File: src/rtl/ibis_dvi_video_source.sv
// ibis_dvi_video_source: parametrised video timing generator that feeds the ibis_tmds
// encoders from either a valid/ready pixel stream or one of three built-in patterns.
module ibis_dvi_video_source #(
  parameter int          H_ACTIVE        = 640,
  parameter int          H_FRONT         = 16,
  parameter int          H_SYNC          = 96,
  parameter int          H_BACK          = 48,
  parameter int          V_ACTIVE        = 480,
  parameter int          V_FRONT         = 10,
  parameter int          V_SYNC          = 2,
  parameter int          V_BACK          = 33,
  parameter logic        HSYNC_POL       = 1'b0,
  parameter logic        VSYNC_POL       = 1'b0,
  parameter logic [23:0] UNDERFLOW_COLOR = 24'hFF00FF,
  localparam int         H_TOTAL         = H_ACTIVE + H_FRONT + H_SYNC + H_BACK,
  localparam int         V_TOTAL         = V_ACTIVE + V_FRONT + V_SYNC + V_BACK,
  localparam int         HW              = $clog2(H_TOTAL),
  localparam int         VW              = $clog2(V_TOTAL)
) (
  input  logic          aclk,
  input  logic          aresetn,
  input  logic          enable,
  input  logic [1:0]    mode,
  input  logic [23:0]   cfg_color,
  input  logic [23:0]   s_tdata,
  input  logic          s_tvalid,
  input  logic          s_tuser,
  input  logic          s_tlast,
  output logic          s_tready,
  output logic [7:0]    red,
  output logic [7:0]    grn,
  output logic [7:0]    blu,
  output logic          data_enable,
  output logic          hsync,
  output logic          vsync,
  output logic [HW-1:0] ord_x,
  output logic [VW-1:0] ord_y,
  output logic          frame_start,
  output logic          underflow,
  output logic          sync_err
);

  // Comparisons use one extra bit so sync windows ending exactly at the total still fit.
  localparam int            HX      = HW + 1;
  localparam int            VX      = VW + 1;
  localparam logic [HX-1:0] H_ACT   = HX'(H_ACTIVE);
  localparam logic [HX-1:0] H_EOL   = HX'(H_ACTIVE - 1);
  localparam logic [HX-1:0] HS_BEG  = HX'(H_ACTIVE + H_FRONT);
  localparam logic [HX-1:0] HS_END  = HX'(H_ACTIVE + H_FRONT + H_SYNC);
  localparam logic [HX-1:0] H_LAST  = HX'(H_TOTAL - 1);
  localparam logic [VX-1:0] V_ACT   = VX'(V_ACTIVE);
  localparam logic [VX-1:0] VS_BEG  = VX'(V_ACTIVE + V_FRONT);
  localparam logic [VX-1:0] VS_END  = VX'(V_ACTIVE + V_FRONT + V_SYNC);
  localparam logic [VX-1:0] V_LAST  = VX'(V_TOTAL - 1);
  localparam int            BAR_W_I = (H_ACTIVE >= 8) ? H_ACTIVE / 8 : 1;
  localparam logic [HX-1:0] BAR_W   = HX'(BAR_W_I);
  localparam logic [HX-1:0] BAR_END = HX'(8 * (H_ACTIVE / 8));

  localparam logic [0:0] ST_SEEK = 1'b0;
  localparam logic [0:0] ST_RUN  = 1'b1;

  logic [HW-1:0] h;
  logic [VW-1:0] v;
  logic [0:0]    state, state_next;
  logic [1:0]    mode_q, mode_eff;
  logic [HX-1:0] hx;
  logic [VX-1:0] vx;
  logic          active, sof_pos, eol_pos, hs_act, vs_act, h_wrap, v_wrap;
  logic          ready, set_uf, set_se;
  logic [2:0]    bar_idx;
  logic [23:0]   bar_rgb, stream_rgb, rgb_next;

  assign hx       = {1'b0, h};
  assign vx       = {1'b0, v};
  assign active   = (hx < H_ACT) && (vx < V_ACT);
  assign sof_pos  = (h == '0) && (v == '0);
  assign eol_pos  = (hx == H_EOL);
  assign hs_act   = (hx >= HS_BEG) && (hx < HS_END);
  assign vs_act   = (vx >= VS_BEG) && (vx < VS_END);
  assign h_wrap   = (hx == H_LAST);
  assign v_wrap   = (vx == V_LAST);
  // The first pixel of a frame already uses the mode being latched on that edge.
  assign mode_eff = sof_pos ? mode : mode_q;
  assign s_tready = ready;

  always_comb begin
    bar_idx = 3'(hx / BAR_W);
    if (hx >= BAR_END) bar_rgb = '0;
    else bar_rgb = {{8{~bar_idx[1]}}, {8{~bar_idx[2]}}, {8{~bar_idx[0]}}};
  end

  // A held SOF beat waits for (0,0); everything else seen while seeking is discarded.
  always_comb begin
    ready      = 1'b0;
    state_next = state;
    set_uf     = 1'b0;
    set_se     = 1'b0;
    stream_rgb = UNDERFLOW_COLOR;
    if (aresetn && enable) begin
      if (mode_eff != 2'd0) begin
        state_next = ST_SEEK;
      end else begin
        if (state == ST_RUN) ready = active;
        else ready = sof_pos || !(s_tvalid && s_tuser);
        if (state == ST_RUN && active && !s_tvalid) begin
          set_uf     = 1'b1;
          state_next = ST_SEEK;
        end else if (s_tvalid && ready && (state == ST_RUN || s_tuser)) begin
          stream_rgb = s_tdata;
          state_next = ST_RUN;
          if (s_tuser != sof_pos) begin
            set_se     = 1'b1;
            state_next = ST_SEEK;
          end
          if (s_tlast != eol_pos) set_se = 1'b1;
        end
      end
    end
  end

  always_comb begin
    rgb_next = '0;
    if (active) begin
      case (mode_eff)
        2'd0:    rgb_next = stream_rgb;
        2'd1:    rgb_next = bar_rgb;
        2'd2:    rgb_next = cfg_color;
        default: rgb_next = {8'(h), 8'(v), 8'(h) ^ 8'(v)};
      endcase
    end
  end

  always_ff @(posedge aclk or negedge aresetn) begin
    if (!aresetn) begin
      h           <= '0;
      v           <= '0;
      state       <= ST_SEEK;
      mode_q      <= 2'd0;
      {red, grn, blu} <= '0;
      data_enable <= 1'b0;
      hsync       <= ~HSYNC_POL;
      vsync       <= ~VSYNC_POL;
      ord_x       <= '0;
      ord_y       <= '0;
      frame_start <= 1'b0;
      underflow   <= 1'b0;
      sync_err    <= 1'b0;
    end else if (enable) begin
      h <= h_wrap ? '0 : h + 1'b1;
      if (h_wrap) v <= v_wrap ? '0 : v + 1'b1;
      if (sof_pos) mode_q <= mode;
      state           <= state_next;
      {red, grn, blu} <= rgb_next;
      data_enable     <= active;
      hsync           <= hs_act ? HSYNC_POL : ~HSYNC_POL;
      vsync           <= vs_act ? VSYNC_POL : ~VSYNC_POL;
      ord_x           <= h;
      ord_y           <= v;
      frame_start     <= sof_pos;
      if (set_uf) underflow <= 1'b1;
      if (set_se) sync_err <= 1'b1;
    end else begin
      frame_start <= 1'b0;
    end
  end

endmodule

File: config.mk
export PLATFORM = sky130hd
export DESIGN_NAME = ibis_dvi_video_source
export DESIGN_NICKNAME = d
export VERILOG_FILES = /design/src/rtl/ibis_dvi_video_source.sv
export SDC_FILE = /design/constraint.sdc
export NUM_CORES = 1
export LEC_CHECK = 0
export ABC_AREA = 1
export ABC_CLOCK_PERIOD_IN_PS = 2100
export BUFFER_PORTS_ARGS = -buffer_cell sky130_fd_sc_hd__buf_2
export CAP_MARGIN = 20
export CORE_ASPECT_RATIO = 1.5
export CORE_UTILIZATION = 45
export CTS_CLUSTER_SIZE = 14
export DETAILED_ROUTE_END_ITERATION = 6
export GPL_ROUTABILITY_DRIVEN = 0
export PLACE_DENSITY = 0.7
export SKIP_LAST_GASP = 1
export SYNTH_ARGS = -nofsm -noshare
export SYNTH_HDL_FRONTEND = slang
export SYNTH_SLANG_ARGS = --single-unit
File: constraint.sdc
create_clock -name aclk -period 2.1 [get_ports aclk]
set_input_delay 0.42 -clock aclk [delete_from_list [all_inputs] [get_ports aclk]]
set_output_delay 0.42 -clock aclk [all_outputs]
set_load 0.02 [all_outputs]
==> run metrics, run 1 <==
crit end category=output port; worst-path fanout max=2; clock buffer depth=2; max-slew violations=0; H-tree Lvls=3; sequential area share after synthesis=43.4%; Die Height=120 um; Cells after Synth=539; failing checks=negative setup slack; final setup TNS=-0.114 ns; Post-DRT Antenna Nets=0; Min-Delay Path Class=in2async; residual DRC count=0; CTS tree=built; worst setup margin=-0.106 ns; CTS Buf Count=9; Layout Nets=746; ANT cells=0; TritonCTS Sinks=73; Initial Utilization=47.1%; DRT Pass-1 Iters=5; status=complete, but fails checks; CTS Hold Buffers Added=0; Rows=42; slew of the pin with the lowest slew margin=0.950 ns; number of synthesized flops with an enable pin=0; Clock Pin Slew Worst Setup and Hold Paths=0.06 ns; sw frac=38.8%; Tcrit/Tclk final=105%; switching pwr=1.92 mW; root buf cell=clkbuf_16; Pwr Density=881 nW/um^2; GRT overflow=0; Combinational Power Share=36.1%; startpoint types=flop; final WL=13,100 um; WS Path Type=reg2out; share of cells above drive strength 1=36.2%; routed len/inst=16.4 um; Pleak=2.89 nW; Clock power frac=28.8%; Vias=4,435; commonest non-fill, non-tap cells in the layout=nand2_1, buf_2, dfrtp_1, buf_4, o21ai_0; Fin. Hold Viols=0; initial antenna violation count=0; synthesized cell area=4210 sq um; Final setup viols=3; Fmax=453 MHz; # port buffers=106; DR iter-0 viols=331; Synth Flop Type=dfrtp_1; FFs w/ async S/R, synth=100%; skew final=0.00856 ns; vias in the first global route=4,349; Yosys reg bits=73; largest net degree at the start of global routing=74; register-to-register setup slack=-0.01 ns; Top-Level Pins=107; Non-Filler Instances=801; worst path required time=1.68 ns; most common cell after layout, fill and taps aside=nand2_1; Seq pwr share=35.0%; Critical Path AT=1.79 ns; first-pass GRT wire length=20,500 um; Slew headroom=36.7%; All-Layer GR Usage=28.1%; Die X=81.0 um; core area=8930 sq um; fill cell count=772; Via density=5.54; P_int=3.02 mW; clock latency on the worst-skew pair=0.35 ns; hpwl dp=9230 um; synthesized area per cell=7.81 sq um; VDD IR max=576 uV; crit path time final=2.21 ns; area grow syn2layout=33.3%; Distinct cells, synth=44; max_cap viols=0; Ys Warns=0; RSZ-0062 raised after global routing=yes; die area=9760 sq um; syn_nets=599; post-placement cell count=766; final core utilization=62.8%
[power groups by stage]
stage / sequential [mW] / clock, mW / combinational, mW
after floorplan: 1.84 / 0 / 0.957
after global placement: 1.74 / 0 / 1.53
after detailed placement: 1.75 / 0 / 1.56
after CTS: 1.72 / 1.45 / 1.62
after global routing: 1.76 / 1.52 / 1.93
final: 1.73 / 1.42 / 1.79
[synthesized netlist by cell type, types with 4 or more instances]
cell type	instances	area (sq um)
nand2_1	127	477
dfrtp_1	71	1780
nor2_1	51	191
o21ai_0	46	230
inv_1	45	169
nand3_1	42	210
o21ai_1	23	115
o211ai_1	16	120
a21oi_1	12	60.1
xor2_1	12	105
nand4_1	11	68.8
nor3_1	11	55.1
clkbuf_1	9	33.8
buf_6	8	90.1
buf_2	6	30.0
ha_1	4	50.1
nand2_2	4	25.0
nor2_2	4	25.0
[sequential cells by signal (all words and copies together) (netlist names), 2 cells and up]
register / cells
ord_y: 10
grn: 8
ord_x: 10
mode_q: 2
blu: 8
red: 8
v: 10
h: 10
[metal layers]
metal  global-route usage (%)  wire, um
met1                     33.0      5080
met2                     45.7      6680
met3                     5.66       778
met4                     18.1       579
met5                        0         0
[repair_timing]
action	4_1_cts	5_1_grt
endpoints found under the hold margin	0	0
gates resized for setup	18	41
endpoints found under the setup margin	1	29
buffers inserted	10	9
pin swaps	12	19
[worst paths after layout]
kind	start	to	cells past startpoint
min in group aclk	mode[0]	mode_q[0]	3
max in group asynchronous	aresetn	h[9]	2
min	aresetn	h[4]	2
min reg2reg	ord_x[7]	ord_x[7]	2
max	v[1]	s_tready	10
max reg2reg	v[1]	blu[4]	13
[worst max-delay path, cell delays in order, from the launching register on]
cell and delay, ns:
dfrtp_1 0.39, inv_2 0.09, ha_4 0.15, nand3_4 0.09, nor2_4 0.11, nand4_1 0.19, nand2_4 0.15, inv_6 0.05
nand2_8 0.07, nor2_4 0.03, buf_6 0.12
[cell type report]
| type | count | area (sq um) | share of cell area (%) |
|---|---|---|---|
| clock buffers | 9 | 225 | 4.01 |
| clock inverters | 7 | 46.3 | 0.825 |
| inverters | 51 | 213 | 3.79 |
| multi-input cells | 387 | 2150 | 38.2 |
| flip-flops and latches | 73 | 1830 | 32.7 |
| well taps | 110 | 138 | 2.45 |
| repair buffers | 164 | 1010 | 18.0 |
[metrics by stage]
stage	instance area, sq um	worst slack [ns]	total power [mW]	hold WS, ns
global route	5610	-0.190	5.20	0.406
CTS	5400	-0.133	4.79	0.372
global placement	5000	0.125	3.27	0.449
finish	5610	-0.106	4.94	0.354
detailed placement	5000	0.0348	3.31	0.456
floorplan	4210	0.0813	2.80	0.124
[cells by family (layout without fill, tap and decap cells)]
| logic type | count (synthesis) | in the layout | synth area share, % |
|---|---|---|---|
| AOI/OAI and AO/OA | 108 | 108 | 14.8 |
| xor gates and xnor gates | 14 | 14 | 2.91 |
| adders and majority gates | 4 | 4 | 1.19 |
| buffers and inverters | 79 | 231 | 9.54 |
| DFF | 73 | 73 | 43.4 |
| and+or+nand+nor | 261 | 261 | 28.1 |
Power figures use the tool's default switching activity.
==> inputs of run 2 (changes only) <==
Settings changed: CORE_UTILIZATION 45 to 54, PLACE_DENSITY 0.7 to 0.82.
==> run 2 against run 1 <==
  * The run still ends with negative setup slack left
  * Routed wire length up 13%
  * Critical path type unchanged
  * Critical path depth unchanged
  * Highest routed layer unchanged
  * Register-to-register slack worse by 0.16 ns
  * Worst hold slack worse by 0.025 ns
  * Sequential power about the same
  * Fmax down 4.1%
  * Non-clock buffer count up 9
  * Setup slack worse by 0.094 ns
  * Clock skew up 0.00056 ns
  * Clock power up 11%
  * Via count up 9.9%
  * Cell count up 0.25%
==> run metrics, run 2 (synthesis results as in run 1) <==
slew of the pin with the lowest slew margin=0.928 ns; Rows=39; max_cap viols=0; root buf cell=clkbuf_16; ANT cells=0; status=complete, but fails checks; CTS Buf Count=9; RSZ-0062 raised after global routing=yes; VDD IR max=728 uV; Fin. Hold Viols=0; worst-path fanout max=6; placed cell area=4970 sq um; core area=7560 sq um; commonest non-fill, non-tap cells in the layout=nand2_1, buf_2, dfrtp_1, buf_4, o21ai_0; GRT overflow=0; first-pass GRT wire length=21,300 um; failing checks=negative setup slack; Pleak=2.95 nW; Final setup viols=27; worst path required time=1.68 ns; vias in the first global route=4,471; # port buffers=106; WL met3=1300 um; Vias=4,873; final WL=14,800 um; die area=8160 sq um; startpoint types=flop; total power=5.24 mW; Initial Utilization=55.7%; Min-Delay Path Class=in2async; Fin Hold WS=0.329 ns; Tcrit/Tclk final=110%; Top-Level Pins=107; CTS Hold Buffers Added=0; clock latency on the worst-skew pair=0.35 ns; DR top layer=met4; area grow syn2layout=37.1%; CTS tree=built; Slew headroom=38.1%; clock buffer depth=2; residual DRC count=0; crit path time final=2.30 ns; Die X=74.1 um; initial antenna violation count=0; worst setup margin=-0.200 ns; Die Height=110 um; fin area=5770 sq um; met2 wire len=7200 um; skew final=0.00912 ns; WS Path Type=reg2out; Pwr Density=908 nW/um^2; hpwl dp=9100 um; share of cells above drive strength 1=38.8%; final setup TNS=-2.79 ns; Critical Path AT=1.88 ns; post-placement cell count=757; Fmax=435 MHz; crit end category=output port; Via density=6.07; fill cell count=492; Layout Nets=756; DRT Pass-1 Iters=6; routed len/inst=18.5 um; TritonCTS Sinks=73; Clock Pin Slew Worst Setup and Hold Paths=0.06 ns; DR iter-0 viols=661; Non-Filler Instances=803; most common cell after layout, fill and taps aside=nand2_1; largest net degree at the start of global routing=74; H-tree Lvls=3; max-slew violations=0; Post-Route M1 WL=5080 um; Post-DRT Antenna Nets=0; All-Layer GR Usage=35.1%
[run 2: area by class of cell]
cell class | instances | area [sq um] | share of cell area [%]
timing repair inverter | 1 | 5.00 | 0.0867
tap | 102 | 128 | 2.21
inverter | 51 | 219 | 3.79
clock buffer | 9 | 225 | 3.90
sequential | 73 | 1830 | 31.8
timing repair buffer | 173 | 1090 | 18.8
clock inverter | 7 | 76.3 | 1.32
multi-input combinational | 387 | 2200 | 38.1
[run 2: layer usage]
metal  GRT usage [%]  vias up
met3            8.27      125
met4            23.4        0
met5               0        -
li1                -     2089
met1            40.1     2303
met2            57.7      356
[run 2: power by group]
| group | internal (mW) | switching [mW] |
|---|---|---|
| logic | 0.687 | 1.25 |
| registers | 1.59 | 0.149 |
| clock network | 0.929 | 0.640 |
[run 2: what timing repair did]
| action | 4_1_cts | 5_1_grt |
|---|---|---|
| buffers inserted | 19 | 12 |
| pin swaps | 14 | 16 |
| gates cloned | 0 | 1 |
| resized for setup | 32 | 44 |
| setup endpoints to repair | 1 | 31 |
[run 2: worst max-delay path: stages, from the launching register on]
cell and delay, ns:
dfrtp_2 0.47, nor2_1 0.16, nand2_1 0.13, nor2_4 0.11, nand3_2 0.11, nand2_2 0.10
nand2_4 0.07, inv_6 0.08, nand2_8 0.05, nor2_4 0.12, buf_6 0.12
[run 2: final timing paths]
| kind | cells after the start | startpoint | to | slack, ns |
|---|---|---|---|---|
| hold reg to reg | 2 | red[4] | red[4] | 0.47 |
| setup / recovery | 10 | h[9] | s_tready | -0.20 |
| setup reg to reg | 13 | h[9] | grn[4] | -0.17 |
| min in group aclk | 3 | mode[0] | mode_q[0] | 0.40 |
| max in group asynchronous | 2 | aresetn | h[7] | 1.09 |
| hold / removal | 2 | aresetn | grn[1] | 0.33 |
[run 2: metrics by stage]
stage                     utilization [%]  setup slack [ns]
after CTS                            73.0           -0.0721
after detailed placement             65.7            0.0496
after global placement               65.7             0.111
final                                76.3            -0.200
after floorplan                         -            0.0813
after global routing                 76.3            -0.266
==> inputs of run 3 (changes only) <==
Settings changed: ABC_AREA 1 to not set, CORE_UTILIZATION 54 to 53, PLACE_DENSITY 0.82 to 0.81.
==> run 3 against run 2 <==
  * The run still ends with negative setup slack left
  * Fmax decreased by 15%
  * Synthesized cell count decreased by 23%
  * Critical endpoint unchanged
  * Cell count decreased by 13%
  * Count of clock-buffer cells in the layout unchanged
  * Register-to-register slack got worse by 0.25 ns
  * Utilization increased by 0.51 points
  * Non-clock buffer count increased by 14
  * Routed wire length decreased by 4.4%
  * Global-route usage decreased by 2.1 points
==> run metrics, run 3 <==
FFs w/ async S/R, synth=100%; Via density=6.33; TritonCTS Sinks=73; final setup TNS=-9.30 ns; vias in the first global route=4,201; top-count cell post-synth=dfrtp_1; crit path time final=2.71 ns; number of synthesized flops with an enable pin=0; first-pass GRT wire length=20,300 um; hpwl dp=8660 um; Critical Path AT=2.29 ns; Ys Warns=0; max-slew violations=0; worst setup margin=-0.611 ns; root buf cell=clkbuf_16; area grow syn2layout=40.6%; startpoint types=flop; Layout Nets=649; Pwr Density=737 nW/um^2; residual DRC count=0; # port buffers=106; slew of the pin with the lowest slew margin=0.693 ns; share of cells above drive strength 1=46.6%; post-placement cell count=665; skew final=0.00488 ns; Cells after Synth=417; total power=4.31 mW; crit end category=output port; Yosys reg bits=73; Initial Utilization=54.7%; DR iter-0 viols=426; final WL=14,200 um; synthesized area per cell=9.98 sq um; DRT Pass-1 Iters=5; ANT cells=0; die area=8220 sq um; WS Path Type=reg2out; Synth Flop Type=dfrtp_1; final core utilization=76.8%; Yosys top cell by area=dfrtp_1; Die Height=111 um; routed len/inst=20.4 um; Rows=39; VDD IR max=539 uV; Tcrit/Tclk final=129%; Post-DRT Antenna Nets=0; sequential area share after synthesis=44.0%; Yosys top cell area share=42.7%; Final setup viols=27; most common cell after layout, fill and taps aside=buf_2; syn_nets=477; largest net degree at the start of global routing=54; worst-path fanout max=3; Pleak=2.73 nW; Clock Pin Slew Worst Setup and Hold Paths=0.06 ns; Vias=4,409; Slew headroom=53.8%; commonest non-fill, non-tap cells in the layout=buf_2, dfrtp_1, buf_4, nand2_1, o21ai_0; Post-synth top cells=dfrtp_1, nand2_1, o21ai_0; All-Layer GR Usage=33.1%; Fmax=369 MHz; clock buffer depth=2; largest cells by area after synthesis=dfrtp_1, mux2_2, o21ai_0; Fin. Hold Viols=0; CTS Buf Count=9; CTS tree=built; Distinct cells, synth=64; failing checks=negative setup slack; clock latency on the worst-skew pair=0.34 ns; worst path required time=1.68 ns; initial antenna violation count=0; max_cap viols=0; RSZ-0062 raised after global routing=yes; synthesized cell area=4160 sq um; Min-Delay Path Class=in2async; placed cell area=5220 sq um; Top-Level Pins=107; Die X=74.4 um; fin area=5850 sq um; core area=7610 sq um; GRT overflow=0; status=complete, but fails checks; H-tree Lvls=3; Non-Filler Instances=696
run 3: cell types whose count changed in the layout (fill, tap and decap cells not counted), sizes merged, moves of 9 or more:
cell and change:
nand2 -90, inv -38, nand3 -34, nor2 -32
o21ai -31, mux2 +22, buf +14, a21boi +9
o221ai +9
run 3: power breakdown:
part / total [mW] / internal (mW) / switching (mW)
clock network: 1.41 / 0.796 / 0.611
registers: 1.67 / 1.56 / 0.105
logic: 1.23 / 0.496 / 0.739
total: 4.31 / 2.86 / 1.45
run 3: kinds of logic (layout without fill, tap and decap cells):
family,count (synthesis),count (layout),share of synthesized area (%)
compound gates,125,125,22.2
xor+xnor,22,22,4.63
fa+ha+maj,5,5,1.44
buf+inv,39,216,4.36
flops,73,73,44.0
mux,24,24,6.52
simple gates,129,129,16.9
run 3: cell type report:
class	count	area, sq um
well taps	102	128
fillers	459	1760
repair buffers	187	1260
flip-flops and latches	73	1830
clock inverters	7	46.3
multi-input cells	305	2310
inverters	13	48.8
clock buffers	9	225
run 3: path summary, 6_finish.rpt:
path,cells after the start,to,slack [ns],startpoint
setup / recovery,9,s_tready,-0.61,h[0]
hold reg to reg,1,sync_err,0.45,sync_err
setup reg to reg,10,red[1],-0.42,h[0]
hold / removal,2,data_enable,0.11,aresetn
max in group asynchronous,2,grn[0],1.35,aresetn
min in group aclk,3,grn[7],0.36,s_tdata[15]
run 3: per-layer routing:
layer | GRT usage [%] | up-vias | wire, um
met2 | 55.6 | 281 | 7320
met5 | 0 | - | 0
met3 | 6.20 | 102 | 937
met4 | 23.3 | 0 | 1000
li1 | - | 1882 | -
met1 | 36.1 | 2144 | 4930
run 3: critical path: stages, from the launching register on:
cell and delay (ns):
dfrtp_1 0.40, inv_2 0.09, ha_4 0.13, nor4b_4 0.23
nand3_2 0.15, or4_4 0.47, nand2_4 0.10, nand3_2 0.10
nor2_4 0.13, buf_4 0.15
run 3: repair_timing:
item	CTS	global route
hold buffers	0	0
gates cloned	3	0
buffers inserted	6	8
resized for setup	28	30
setup endpoints to repair	27	32
pin swaps	11	14
run 3: metrics by stage:
step                setup WS (ns)  hold WS, ns
global route               -0.689        0.149
floorplan                  -0.239        0.124
CTS                        -0.563        0.112
global placement           -0.196        0.439
finish                     -0.611        0.112
detailed placement         -0.267        0.440
